===== config.mk =====
export PLATFORM = sky130hd
export DESIGN_NAME = midi_msg_assembler
export DESIGN_NICKNAME = d
export VERILOG_FILES = /design/src/rtl/midi_pkg.sv /design/src/rtl/midi_uart_rx.sv /design/src/rtl/midi_msg_assembler.sv
export SDC_FILE = /design/constraint.sdc
export NUM_CORES = 1
export LEC_CHECK = 0
export CAP_MARGIN = 20
export CORE_MARGIN = 1
export CORE_UTILIZATION = 60
export CTS_CLUSTER_SIZE = 8
export DETAILED_ROUTE_END_ITERATION = 16
export GPL_TIMING_DRIVEN = 0
export MAX_ROUTING_LAYER = met4
export PLACE_DENSITY = 0.88
export SETUP_SLACK_MARGIN = 0.5
export SYNTH_ARGS = -nofsm -noshare
export SYNTH_HDL_FRONTEND = slang
export SYNTH_SLANG_ARGS = --single-unit

===== constraint.sdc =====
create_clock -name CLK -period 3.3 [get_ports CLK]
set_input_delay 0.66 -clock CLK [delete_from_list [all_inputs] [get_ports CLK]]
set_output_delay 0.66 -clock CLK [all_outputs]
set_load 0.02 [all_outputs]

===== src/rtl/midi_pkg.sv =====
// Shared MIDI definitions: status nibbles, byte-class thresholds, FSM encodings
// and the assembled message word layout.
package midi_pkg;

  localparam logic [3:0] NOTE_OFF = 4'h8;
  localparam logic [3:0] NOTE_ON  = 4'h9;
  localparam logic [3:0] POLY_AT  = 4'hA;
  localparam logic [3:0] CTRL     = 4'hB;
  localparam logic [3:0] PROG     = 4'hC;
  localparam logic [3:0] CHAN_AT  = 4'hD;
  localparam logic [3:0] PITCH    = 4'hE;

  // 0xF0-0xF7 system common / SysEx, 0xF8-0xFF real-time
  localparam logic [7:0] SYS_MIN  = 8'hF0;
  localparam logic [7:0] RT_MIN   = 8'hF8;

  typedef enum logic [1:0] {P_IDLE, P_D1, P_D2} parse_st_t;
  typedef enum logic [1:0] {R_IDLE, R_START, R_DATA, R_STOP} uart_st_t;

  typedef struct packed {
    logic [7:0] status;
    logic [7:0] data1;
    logic [7:0] data2;
  } midi_msg_t;

  // Program change and channel aftertouch carry a single data byte
  function automatic logic one_data_byte(input logic [7:0] status);
    return (status[7:4] == PROG) || (status[7:4] == CHAN_AT);
  endfunction

endpackage


===== src/rtl/midi_uart_rx.sv =====
// MIDI UART receiver: 2-flop synchroniser, mid-bit sampling, 8N1 framing.
// RX_VALID / FRAME_ERR are single-cycle strobes asserted in the cycle whose
// rising edge takes the stop-bit sample.
module midi_uart_rx
  import midi_pkg::*;
#(
  parameter int CLK_HZ = 50_000_000,
  parameter int BAUD   = 31250
) (
  input  logic       CLK,
  input  logic       RST,
  input  logic       RX_IN,
  output logic [7:0] RX_BYTE,
  output logic       RX_VALID,
  output logic       FRAME_ERR
);

  localparam int BIT_DIV = CLK_HZ / BAUD;
  localparam int CW      = $clog2(BIT_DIV);
  localparam logic [CW-1:0] FULL_M1 = CW'(BIT_DIV - 1);
  localparam logic [CW-1:0] HALF_M1 = CW'(BIT_DIV / 2 - 1);

  logic          sync1, sync2;
  uart_st_t      st_q, st_d;
  logic [CW-1:0] cnt_q;
  logic [2:0]    bit_q;
  logic [7:0]    shreg_q;
  logic          brk_q;     // stop bit was low; wait for the line to go high
  logic          tick;

  assign tick    = (cnt_q == '0);
  assign RX_BYTE = shreg_q;

  // Synchronise the asynchronous line; idles high
  always_ff @(posedge CLK or posedge RST) begin
    if (RST) begin
      sync1 <= 1'b1;
      sync2 <= 1'b1;
    end else begin
      sync1 <= RX_IN;
      sync2 <= sync1;
    end
  end

  // State register
  always_ff @(posedge CLK or posedge RST) begin
    if (RST) st_q <= R_IDLE;
    else     st_q <= st_d;
  end

  // Next state and framing strobes
  always_comb begin
    st_d      = st_q;
    RX_VALID  = 1'b0;
    FRAME_ERR = 1'b0;
    case (st_q)
      R_IDLE:  if (!sync2) st_d = R_START;
      R_START: if (tick) st_d = sync2 ? R_IDLE : R_DATA;
      R_DATA:  if (tick && bit_q == 3'd7) st_d = R_STOP;
      R_STOP: begin
        if (brk_q) begin
          if (sync2) st_d = R_IDLE;
        end else if (tick) begin
          RX_VALID  = sync2;
          FRAME_ERR = !sync2;
          if (sync2) st_d = R_IDLE;
        end
      end
      default: st_d = R_IDLE;
    endcase
  end

  // Bit timing counter, bit index and shift register
  always_ff @(posedge CLK or posedge RST) begin
    if (RST) begin
      cnt_q   <= '0;
      bit_q   <= '0;
      shreg_q <= '0;
      brk_q   <= 1'b0;
    end else begin
      case (st_q)
        R_IDLE: begin
          cnt_q <= HALF_M1;
          brk_q <= 1'b0;
        end
        R_START: begin
          if (tick) begin
            cnt_q <= FULL_M1;
            bit_q <= '0;
          end else begin
            cnt_q <= cnt_q - CW'(1);
          end
        end
        R_DATA: begin
          if (tick) begin
            shreg_q <= {sync2, shreg_q[7:1]};
            bit_q   <= bit_q + 3'd1;
            cnt_q   <= FULL_M1;
          end else begin
            cnt_q <= cnt_q - CW'(1);
          end
        end
        R_STOP: begin
          if (!tick)       cnt_q <= cnt_q - CW'(1);
          else if (!sync2) brk_q <= 1'b1;
        end
        default: cnt_q <= HALF_M1;
      endcase
    end
  end

endmodule


===== src/rtl/midi_msg_assembler.sv =====
// MIDI message assembler: UART front end plus channel-voice parser that emits
// {status, data1, data2} with a one-cycle ready strobe.
// Build option MIDI_RUNNING_STATUS_EN: data bytes arriving with no message in
// progress reuse the last channel status (running status).
module midi_msg_assembler
  import midi_pkg::*;
#(
  parameter int CLK_HZ = 50_000_000,
  parameter int BAUD   = 31250
) (
  input  logic        CLK,
  input  logic        RST,
  input  logic        MIDI_IN,
  output logic [23:0] MIDI_MSG,
  output logic        MIDI_MSG_RDY,
  output logic        FRAME_ERR
);

`ifdef MIDI_RUNNING_STATUS_EN
  localparam logic RUN_STAT = 1'b1;
`else
  localparam logic RUN_STAT = 1'b0;
`endif

  logic [7:0] rx_byte;
  logic       rx_valid, rx_ferr;

  midi_uart_rx #(.CLK_HZ(CLK_HZ), .BAUD(BAUD)) u_rx (
    .CLK       (CLK),
    .RST       (RST),
    .RX_IN     (MIDI_IN),
    .RX_BYTE   (rx_byte),
    .RX_VALID  (rx_valid),
    .FRAME_ERR (rx_ferr)
  );

  parse_st_t  st_q, st_d;
  logic [7:0] status_q, status_d, d1_q, d1_d;
  logic       vld_q, vld_d;
  midi_msg_t  msg_q, msg_d;
  logic       rdy_q, rdy_d, ferr_q;
  logic       as_d1;

  assign MIDI_MSG     = msg_q;
  assign MIDI_MSG_RDY = rdy_q;
  assign FRAME_ERR    = ferr_q;

  // Parser and output registers
  always_ff @(posedge CLK or posedge RST) begin
    if (RST) begin
      st_q     <= P_IDLE;
      status_q <= '0;
      vld_q    <= 1'b0;
      d1_q     <= '0;
      msg_q    <= '0;
      rdy_q    <= 1'b0;
      ferr_q   <= 1'b0;
    end else begin
      st_q     <= st_d;
      status_q <= status_d;
      vld_q    <= vld_d;
      d1_q     <= d1_d;
      msg_q    <= msg_d;
      rdy_q    <= rdy_d;
      ferr_q   <= rx_ferr;
    end
  end

  // Byte classification, next state and emit
  always_comb begin
    st_d     = st_q;
    status_d = status_q;
    vld_d    = vld_q;
    d1_d     = d1_q;
    msg_d    = msg_q;
    rdy_d    = 1'b0;
    as_d1    = 1'b0;
    if (rx_valid && rx_byte < RT_MIN) begin
      if (rx_byte >= SYS_MIN) begin
        vld_d = 1'b0;
        st_d  = P_IDLE;
      end else if (rx_byte[7]) begin
        status_d = rx_byte;
        vld_d    = 1'b1;
        st_d     = P_D1;
      end else begin
        as_d1 = (st_q == P_D1) || (st_q == P_IDLE && vld_q && RUN_STAT);
        if (as_d1) begin
          d1_d = rx_byte;
          if (one_data_byte(status_q)) begin
            msg_d = '{status: status_q, data1: rx_byte, data2: 8'h00};
            rdy_d = 1'b1;
            st_d  = P_IDLE;
          end else begin
            st_d = P_D2;
          end
        end else if (st_q == P_D2) begin
          msg_d = '{status: status_q, data1: d1_q, data2: rx_byte};
          rdy_d = 1'b1;
          st_d  = P_IDLE;
        end
      end
    end
  end

endmodule


* Word-level counts from Yosys, hierarchy flattened *
Cells that the tools add are included.

word-level totals
  register bits after elaboration = 70
  input bits = 3
  output and inout port bits = 26
  memories = 0
  latch bits = 0
  logic and storage cells = 94
  ROM bits = 0
  RAM bits = 0

cells by class
  equal/unequal tests = 17
  order comparisons = 2
  shift operators = 0
  bitwise logic cells = 2
  $add $sub $neg = 2
  multiply operators = 0
  muxes and demuxes = 37
  divide/modulo/power cells = 0
  reductions and logical operators = 19

operators with widths
  operator               count
  $mux 24                3
  $pmux 11 s3            1
  $mux 2                 12
  $mux 11                2
  $mux 1                 14
  $logic_not 11->1       1
  $sub 11x1->11 const B  1
  $ne 2x1->1 const B     5
  $reduce_and 3->1       3
  $eq 4x4->1 const B     2
  $ge 8x8->1 const B     1
  $lt 8x8->1 const B     1
  $pmux 2 s4             1
  $reduce_and 4->1       2
  $eq 2x2->1 const B     3
  $mux 3                 2
  $ne 2x2->1 const B     3
  $pmux 3 s2             1
  $reduce_bool 2->1      3
  $reduce_and 5->1       1
  $eq 2x1->1 const B     2
  $reduce_and 2->1       2
  $reduce_bool 4->1      1
  $add 3x1->3 const B    1
  9 further kinds        11

* Logic depth before layout (Yosys ltp) *
Gate-level depths: netlist of run 1.

  word-level depth = 7
  gate-level depth with buffers = 7
  mapped depth without buffers = 6

* By module *
Synthesis of run 1 repeated with hierarchy kept, for this count alone.

unflattened totals
  cell total of the unflattened synthesis = 246
  area, all modules = 3195.6 um^2

by module, submodules not included
  module              times used  sequential area each (um^2)  cells an instance  area each (um^2)
  midi_msg_assembler  1           1026.0                       114                1749.2
  midi_uart_rx        1           678.2                        132                1446.4

* Worst setup path before layout of run 1 *
No wires, ideal clock.

  path type = reg-to-reg
  start point = register u_rx.st_q[0]
  end point = register msg_q (netlist bit MIDI_MSG[16])
  stages on the path, launching flop included = 7
  clock period less this slack = 1.979 ns
  library setup time = 0.125 ns
  required time = 3.175 ns
  data arrival time = 1.855 ns
  buffers on the path = 1
  setup slack = 1.321 ns
  cells stage by stage = dfrtp_1 ha_1 and4bb_2 nand4_4 nor3_4 buf_4 mux2_2

on the way
  longest elaborated chain between the ends = 4

ends and longest elaborated chain
  what                        RTL line                  source
  start, declared             midi_uart_rx.sv:24        uart_st_t st_q, st_d;
  start signal, assigned      midi_uart_rx.sv:48        else st_q <= st_d;
  $eq 2x2->1                  midi_uart_rx.sv:56        case (st_q)
  $mux 1                      midi_uart_rx.sv:56
  $logic_and 1x1->1           midi_msg_assembler.sv:78  if (rx_valid && rx_byte < RT_MIN) begin
  $reduce_and 5->1 (no line)  --
  end signal, assigned        midi_msg_assembler.sv:63  msg_q <= msg_d;
  end, declared               midi_msg_assembler.sv:40  midi_msg_t msg_q, msg_d;

Every way passes these cells.
A chain may end at the register's enable or synchronous reset.

* Worst setup path after layout of run 1 *
  start point = register u_rx.st_q[0]
  end point = register msg_q (netlist bit MIDI_MSG[22])

Same word-level chain as after synthesis.

==> impl_results.md, run 1 <==
* Main synth FF type: dfrtp_1
* Area leader, netlist: dfrtp_1
* Non-filler cells, final at 376
* Data arrival, critical path at between 2 and 2.5 ns
* TritonCTS Buffers at 9
* Crit path cell chain: ha_1 -> and4bb_2 -> nand4_4 -> nor3_4 -> buf_4 -> mux2_2
* Post-Route WL at 6380 um
* # fillers at 332
* DR pass1 iterations at 4
* Pwr/cell area at 438 mW/mm2
* Cells after Synth at 262
* Worst setup SP type: flip-flop
* Cell Area, Synth at between 0.003 and 0.004 mm2
* Crit path max-delay family: simple AND/OR/NAND/NOR gates
* DIE WIDTH at 75.6 um
* Worst EP required at 3.53 ns
* FF+latch count, synth at 68
* Largest cells by area after synthesis: dfrtp_1 (51%), mux2_2 (14%), ha_1 (3.5%), mux2i_1 (3.1%), inv_1 (2.0%)
* Top Ports at 29
* Net Sw Power at 0.345 mW
* Register share of total power at between 40 and 50%
* Final RePlAce weighted congestion at between 0.8 and 0.9
* Antenna violations before repair at 0
* Antenna cells at 0
* Clk buf depth at 2
* Grt ovf at 0
* Slew headroom at 51.5%
* Post-layout nets at 313
* Worst hold path class: reg -> reg
* Post-CTS Resized at 0
* DP HPWL at 4150 um
* CORE AREA at between 0.005 and 0.006 mm2
* H-tree Lvls at 3
* IO Port Bufs at 26
* Largest fanout on the critical path at 10
* Worst-Margin Slew at 0.726 ns
* Hold Slack at between 0.3 and 0.4 ns
* Number of synthesized flops with an enable pin at 0
* Internal at 1.35 mW
* Final ANT Viol Nets at 0
* Final Worst Setup Slack at 1.04 ns
* DR iter-0 viols at 92
* FF+latch area at 0.00170 mm2
* Die Height at 75.6 um
* Status: finished clean
* Clk_lat worst skew at 0.35 ns
* CTS clk-pin slew, worst paths at 0.08 ns
* Finished layout cell area at 0.00386 mm2
* Die ar. at between 0.005 and 0.006 mm2
* Sequential area share after synthesis at 52.4%
* Post-Place Cell Area at 0.00362 mm2
* # placed instances at 360
* Unrepaired setup endpoints after global routing: false
* Final worst path period share at roughly two thirds
* Critical Path Sink Type: flip-flop
* Max-capacitance violation count at 0
* Cell Rows at 26
* Logic pwr share at 1.5%
* Starting Density at approximately 63%
* CTS tree: done
* Clk_skew at 0.0144 ns
* Clk sinks at just under 70
* Area of the multi-input gates at 0.00141 mm2
* Share of layout cells above drive strength 1 at 26.1%
* Crit path kind: reg -> reg
* Via count at 2161
* Hold Buf Count CTS at 0
* Wire per inst at 17.0 um
* Crit-path slowest cell: dfrtp_1
* Total Routing Usage GR at 26.4%
* Clock share of power at 49.0%
* Vias per std cell at 5.75
* Vias in the first global route at 2128
* # setup viols final at 0
* Fin. Hold Viols at 0
* Slowest stage delay, CP at 0.38 ns
* Post-synth ARST share at 100%
* Global-route wire length before repair at 10500 um
* Post-synth cell types at 46
* DRC at 0
* DP Worst Slack at 1.06 ns
* CTS Root Cell: clkbuf_8
* Max Fclk at 0.443 GHz
* Synth warn at 0
* Switching portion of total power at 20.4%
* Largest net degree at the start of global routing at 36
* Top-area cell type share of the netlist area at 50.8%
* Post-CTS Setup Bufs at 0
* Area Overhead vs Synth at 18.8%
* Buffers plus inverters on the worst setup path at 1
* Post-Route Utilization at 74.6%
* Fin crit period at 2.26 ns
* Slew Limit Fails at 0
* Maximum VDD drop at 0.572 mV
* Synthesized area per cell at between 10 and 15 um2
* P_leak at roughly 1.7 nW
[Yosys cell counts (5+ instances only)]
cell and n:
a21oi_1 7, buf_4 5, clkbuf_1 6, dfrtp_1 66, ha_1 9, inv_1 17, mux2_2 40, mux2i_1 10
nand2_1 16, nand2b_1 6, nor2_1 9, nor3_1 8, o21a_1 6, o21ai_0 6, xnor2_1 6
[cells in the final DEF, fill, tap and decap left out, drive strengths merged, types with 2 or more instances in the layout]
master	count
dfrtp	66
mux2	40
clkdlybuf4s50	26
inv	18
nand2	16
clkbuf	16
mux2i	10
nor2	10
nor3	10
ha	9
a21oi	7
buf	7
xnor2	6
nand2b	6
o21ai	6
o21a	6
nor4	6
or3b	3
bufinv	3
or3	2
a32o	2
o31ai	2
a211oi	2
a2bb2oi	2
or2	2
conb	2
dfstp	2
a2111oi	2
nand4	2
[flip-flops by register name, indices dropped and copies added, names as in the netlist, named ones only]
signal,flops
FRAME_ERR,1
u_rx.sync1,1
u_rx.st_q,1
MIDI_MSG_RDY,1
status_q,8
st_q,2
u_rx.cnt_q,11
d1_q,7
u_rx.bit_q,3
u_rx.RX_BYTE,8
u_rx.sync2,1
u_rx.brk_q,1
MIDI_MSG,22
[worst reg2reg max path: cells and delay by family (launching register included)]
kind / cells / cell delay (ns)
buffers and inverters: 1 / 0.26
adders and majority gates: 1 / 0.33
muxes: 1 / 0.36
and+or+nand+nor: 3 / 0.82
DFF: 1 / 0.38
[stage by stage]
stage / TNS (ns) / power (mW)
after floorplan: 0 / 0.869
after global placement: -7.00 / 0.875
after detailed placement: 0 / 0.879
after CTS: 0 / 1.70
after global routing: 0 / 1.74
final: 0 / 1.69
[path summary, 6_finish.rpt]
kind,startpoint,cells after the start,end,slack (ns)
worst max register to register,u_rx.st_q[0]$_DFFE_PP0P_,6,MIDI_MSG[22]$_DFFE_PP0P_,1.04
worst min-delay path,u_rx.sync1$_DFF_PP1_,0,u_rx.sync2$_DFF_PP1_,0.35
worst max-delay path,u_rx.st_q[0]$_DFFE_PP0P_,6,MIDI_MSG[22]$_DFFE_PP0P_,1.04
min in group asynchronous,RST,2,status_q[2]$_DFFE_PP0P_,0.74
worst min register to register,u_rx.sync1$_DFF_PP1_,0,u_rx.sync2$_DFF_PP1_,0.35
max in group asynchronous,RST,3,u_rx.RX_BYTE[3]$_DFFE_PP0P_,1.91
[power groups by stage]
stage	clock network [mW]	logic [mW]	registers [mW]
floorplan	0	0.0164	0.852
global placement	0	0.0226	0.853
detailed placement	0	0.0263	0.853
CTS	0.834	0.0262	0.837
global route	0.874	0.0294	0.836
finish	0.829	0.0252	0.837
[final cells by class]
cell class	count	area share (%)
clock inverters	6	2.88
repair buffers	27	7.26
plain buffers	12	1.85
multi-input cells	166	36.6
flip-flops and latches	68	44.1
well taps	70	2.27
inverters	17	1.65
clock buffers	10	3.31
[routing by layer]
layer	wire [um]	global-route usage, %	share of wire, %
met1	2930	33.7	46
met2	3130	40.3	49
met3	201	7.14	3.2
met4	111	10.7	1.7
met5	0	-	0
[kinds of logic (layout without fill, tap and decap cells)]
| family | Yosys count | count (layout) | share of synthesized area, % |
|---|---|---|---|
| flops | 68 | 68 | 52.4 |
| simple gates | 64 | 64 | 13.5 |
| mux | 50 | 50 | 16.9 |
| compound gates | 34 | 34 | 7.51 |
| buf+inv | 29 | 72 | 4.16 |
| fa+ha+maj | 9 | 9 | 3.47 |
| xor+xnor | 7 | 7 | 1.89 |
| other cells | 1 | 2 | 0.115 |
Note: power is estimated with default switching activity, not from simulation.
==> inputs of run 2 (changes only) <==
CORE_UTILIZATION = 52   (was 60)
PLACE_DENSITY = 0.81   (was 0.88)
clock period = 2 ns   (was 3.3 ns; I/O delays follow)
==> run 2 against run 1 <==
  * The flow now finishes with violations (negative setup slack)
  * Sequential share of layout area shrank 7.4 points
  * Via count grew 13%
  * Core utilization grew 3.0 points
  * Clock-buffer cell count is the same
  * Fmax grew 11%
  * Sequential power grew 65%
  * Design area grew 20%
  * Clock skew shrank 0.0046 ns
  * Die area grew 15%
==> impl_results.md, run 2 (synthesis gave the netlist of run 1 again) <==
* Post-Place Cell Area at 0.00376 mm2 (+3.8%)
* Grt ovf at 0 (unchanged)
* DP Worst Slack at -0.0955 ns (-1.16 ns)
* CTS Root Cell: clkbuf_8
* DP HPWL at 4340 um (+4.4%)
* TritonCTS Buffers at 9 (unchanged)
* CTS tree: done
* Maximum VDD drop at 0.504 mV (-12%)
* Worst reg2reg setup slack at -0.03 ns (-1.07 ns)
* CP Launch Point: u_rx.cnt_q[6]$_DFFE_PP0P_
* DR iter-0 viols at 177 (+92%)
* Clk sinks at 68 (unchanged)
* Pwr/cell area at 580 mW/mm2 (+32%)
* Min-delay src: u_rx.sync1$_DFF_PP1_
* Die Height at 81.1 um (+7.2%)
* Global-route wire length before repair at 12900 um (+23%)
* Non-filler cells, final at 421 (+12%)
* Post-Route Utilization at 77.6% (+3.0 points)
* Final ANT Viol Nets at 0 (unchanged)
* Top Ports at 29 (unchanged)
* Clk_lat worst skew at 0.36 ns (about the same)
* Tot Pwr at 2.70 mW (+59%)
* Worst R2R Start: u_rx.cnt_q[6]$_DFFE_PP0P_
* Max-capacitance violation count at 0 (unchanged)
* Final Worst Setup Slack at -0.0262 ns (-1.07 ns)
* Fin. Hold Viols at 0 (unchanged)
* Cell Rows at 28 (+7.7%)
* Die ar. at 0.00657 mm2 (+15%)
* Worst hold path class: reg -> reg
* IO Port Bufs at 26 (unchanged)
* Total Routing Usage GR at 27.8% (+1.4 points)
* DR pass1 iterations at 4 (unchanged)
* Final RePlAce weighted congestion at 0.790 (-7.7%)
* Vias in the first global route at 2529 (+19%)
* Clk buf depth at 2 (unchanged)
* Crit path cell chain: nor4_4 -> nand4_4 -> nor3_4 -> buf_4 -> buf_8 -> mux2_4
* CORE AREA at 0.00599 mm2 (+16%)
* Worst EP required at 2.25 ns (-1.28 ns)
* Most common cell after layout, fill and taps aside: dfrtp_1
* Clk_skew at 0.00977 ns (-0.00459 ns)
* Final worst path period share at 101% (+33 points)
* Commonest non-fill, non-tap cells in the layout: dfrtp_1 (61), mux2_4 (28), dlygate4sd2_1 (24), buf_4 (21), buf_6 (18)
* Unrepaired setup endpoints after global routing: true
* Critical Path Sink Type: flip-flop
* Starting Density at 54.2% (-8.6 points)
* Area Overhead vs Synth at 43.1%
* Largest net degree at the start of global routing at 39 (+8.3%)
* CTS clk-pin slew, worst paths at 0.08 ns (about the same)
* Antenna violations before repair at 0 (unchanged)
* Worst-Margin Slew at 0.700 ns (-0.0256 ns)
* Data arrival, critical path at 2.27 ns (-0.21 ns)
* Slowest stage delay, CP at 0.44 ns (+0.06 ns)
* Status: finished with violations
* # setup viols final at 5 (+5)
* Max Fclk at 0.494 GHz (+11%)
* Violated checks: negative setup slack
* # placed instances at 365 (+1.4%)
* Max reg flops at 22 (unchanged)
* Slew headroom at 53.2% (+1.7 points)
* Slew Limit Fails at 0 (unchanged)
* Share of layout cells above drive strength 1 at 47.4% (+21 points)
* P_leak at 2.16 nW (+26%)
* Post-Route WL at 8900 um (+40%)
* Largest fanout on the critical path at 5 (-5)
* H-tree Lvls at 3 (unchanged)
* Worst setup SP type: flip-flop
* Crit-path slowest cell: dfrtp_2
* Hold Slack at 0.363 ns (+0.0118 ns)
* Crit path kind: reg -> reg
* DIE WIDTH at 81.1 um (+7.2%)
* Vias per std cell at 5.80 (+0.97%)
* TNS Setup at -0.0826 ns (-0.0826 ns)
* Finished layout cell area at 0.00465 mm2 (+20%)
* DRC at 0 (unchanged)
* Antenna cells at 0 (unchanged)
* Via count at 2443 (+13%)
* Wire per inst at 21.1 um (+25%)
* Fin crit period at 2.03 ns (-0.230 ns)
* Post-layout nets at 353 (+13%)
## run 2: cell types whose count changed in the layout (fill, tap and decap cells not counted), sizes merged, moves of 2 or more
cell,previous run,this run
inv,18,16
clkdlybuf4s50,26,2
dlygate4sd2,0,24
buf,7,46
clkinvlp,1,3
## run 2: final cells by class
class / count / area [um2]
timing repair buffer: 65 / 623
fill: 336 / 1340
clock buffer: 10 / 128
multi-input combinational: 168 / 1810
buffer: 12 / 129
inverter: 17 / 67.6
tap: 75 / 93.8
sequential: 68 / 1710
clock inverter: 6 / 88.8
## run 2: worst max-delay path: cells and delay by family (launching register included)
family	cells	cell delay, ns
flip-flops	1	0.44
multiplexers	1	0.31
AND/OR/NAND/NOR	3	0.86
buffers and inverters	2	0.31
## run 2: path summary, 6_finish.rpt
kind | endpoint | cells after the start
max in group asynchronous | u_rx.sync1$_DFF_PP1_ | 3
hold reg to reg | u_rx.sync2$_DFF_PP1_ | 0
setup reg to reg | MIDI_MSG[10]$_DFFE_PP0P_ | 6
setup / recovery | MIDI_MSG[10]$_DFFE_PP0P_ | 6
min in group asynchronous | MIDI_MSG[3]$_DFFE_PP0P_ | 2
hold / removal | u_rx.sync2$_DFF_PP1_ | 0
## run 2: routing by layer
metal	GRT usage, %	vias to the layer above	wire length [um]
met5	-	-	0
met4	16.6	0	204
met3	4.94	19	286
met2	42.3	62	4460
met1	34.7	1278	3950
li1	-	1084	-
## run 2: power breakdown
group / switching, mW / total [mW] / internal [mW]
clock: 0.568 / 1.27 / 0.702
sequential: 0.00115 / 1.38 / 1.38
combinational: 0.0353 / 0.0476 / 0.0123
## run 2: repair_timing
item                       in CTS  in global routing
pin swaps                      17                 14
gates resized for setup        74                 48
setup endpoints to repair      90                 66
gates cloned                    4                  0
setup buffers                  34                  2
hold buffers                    0                  0
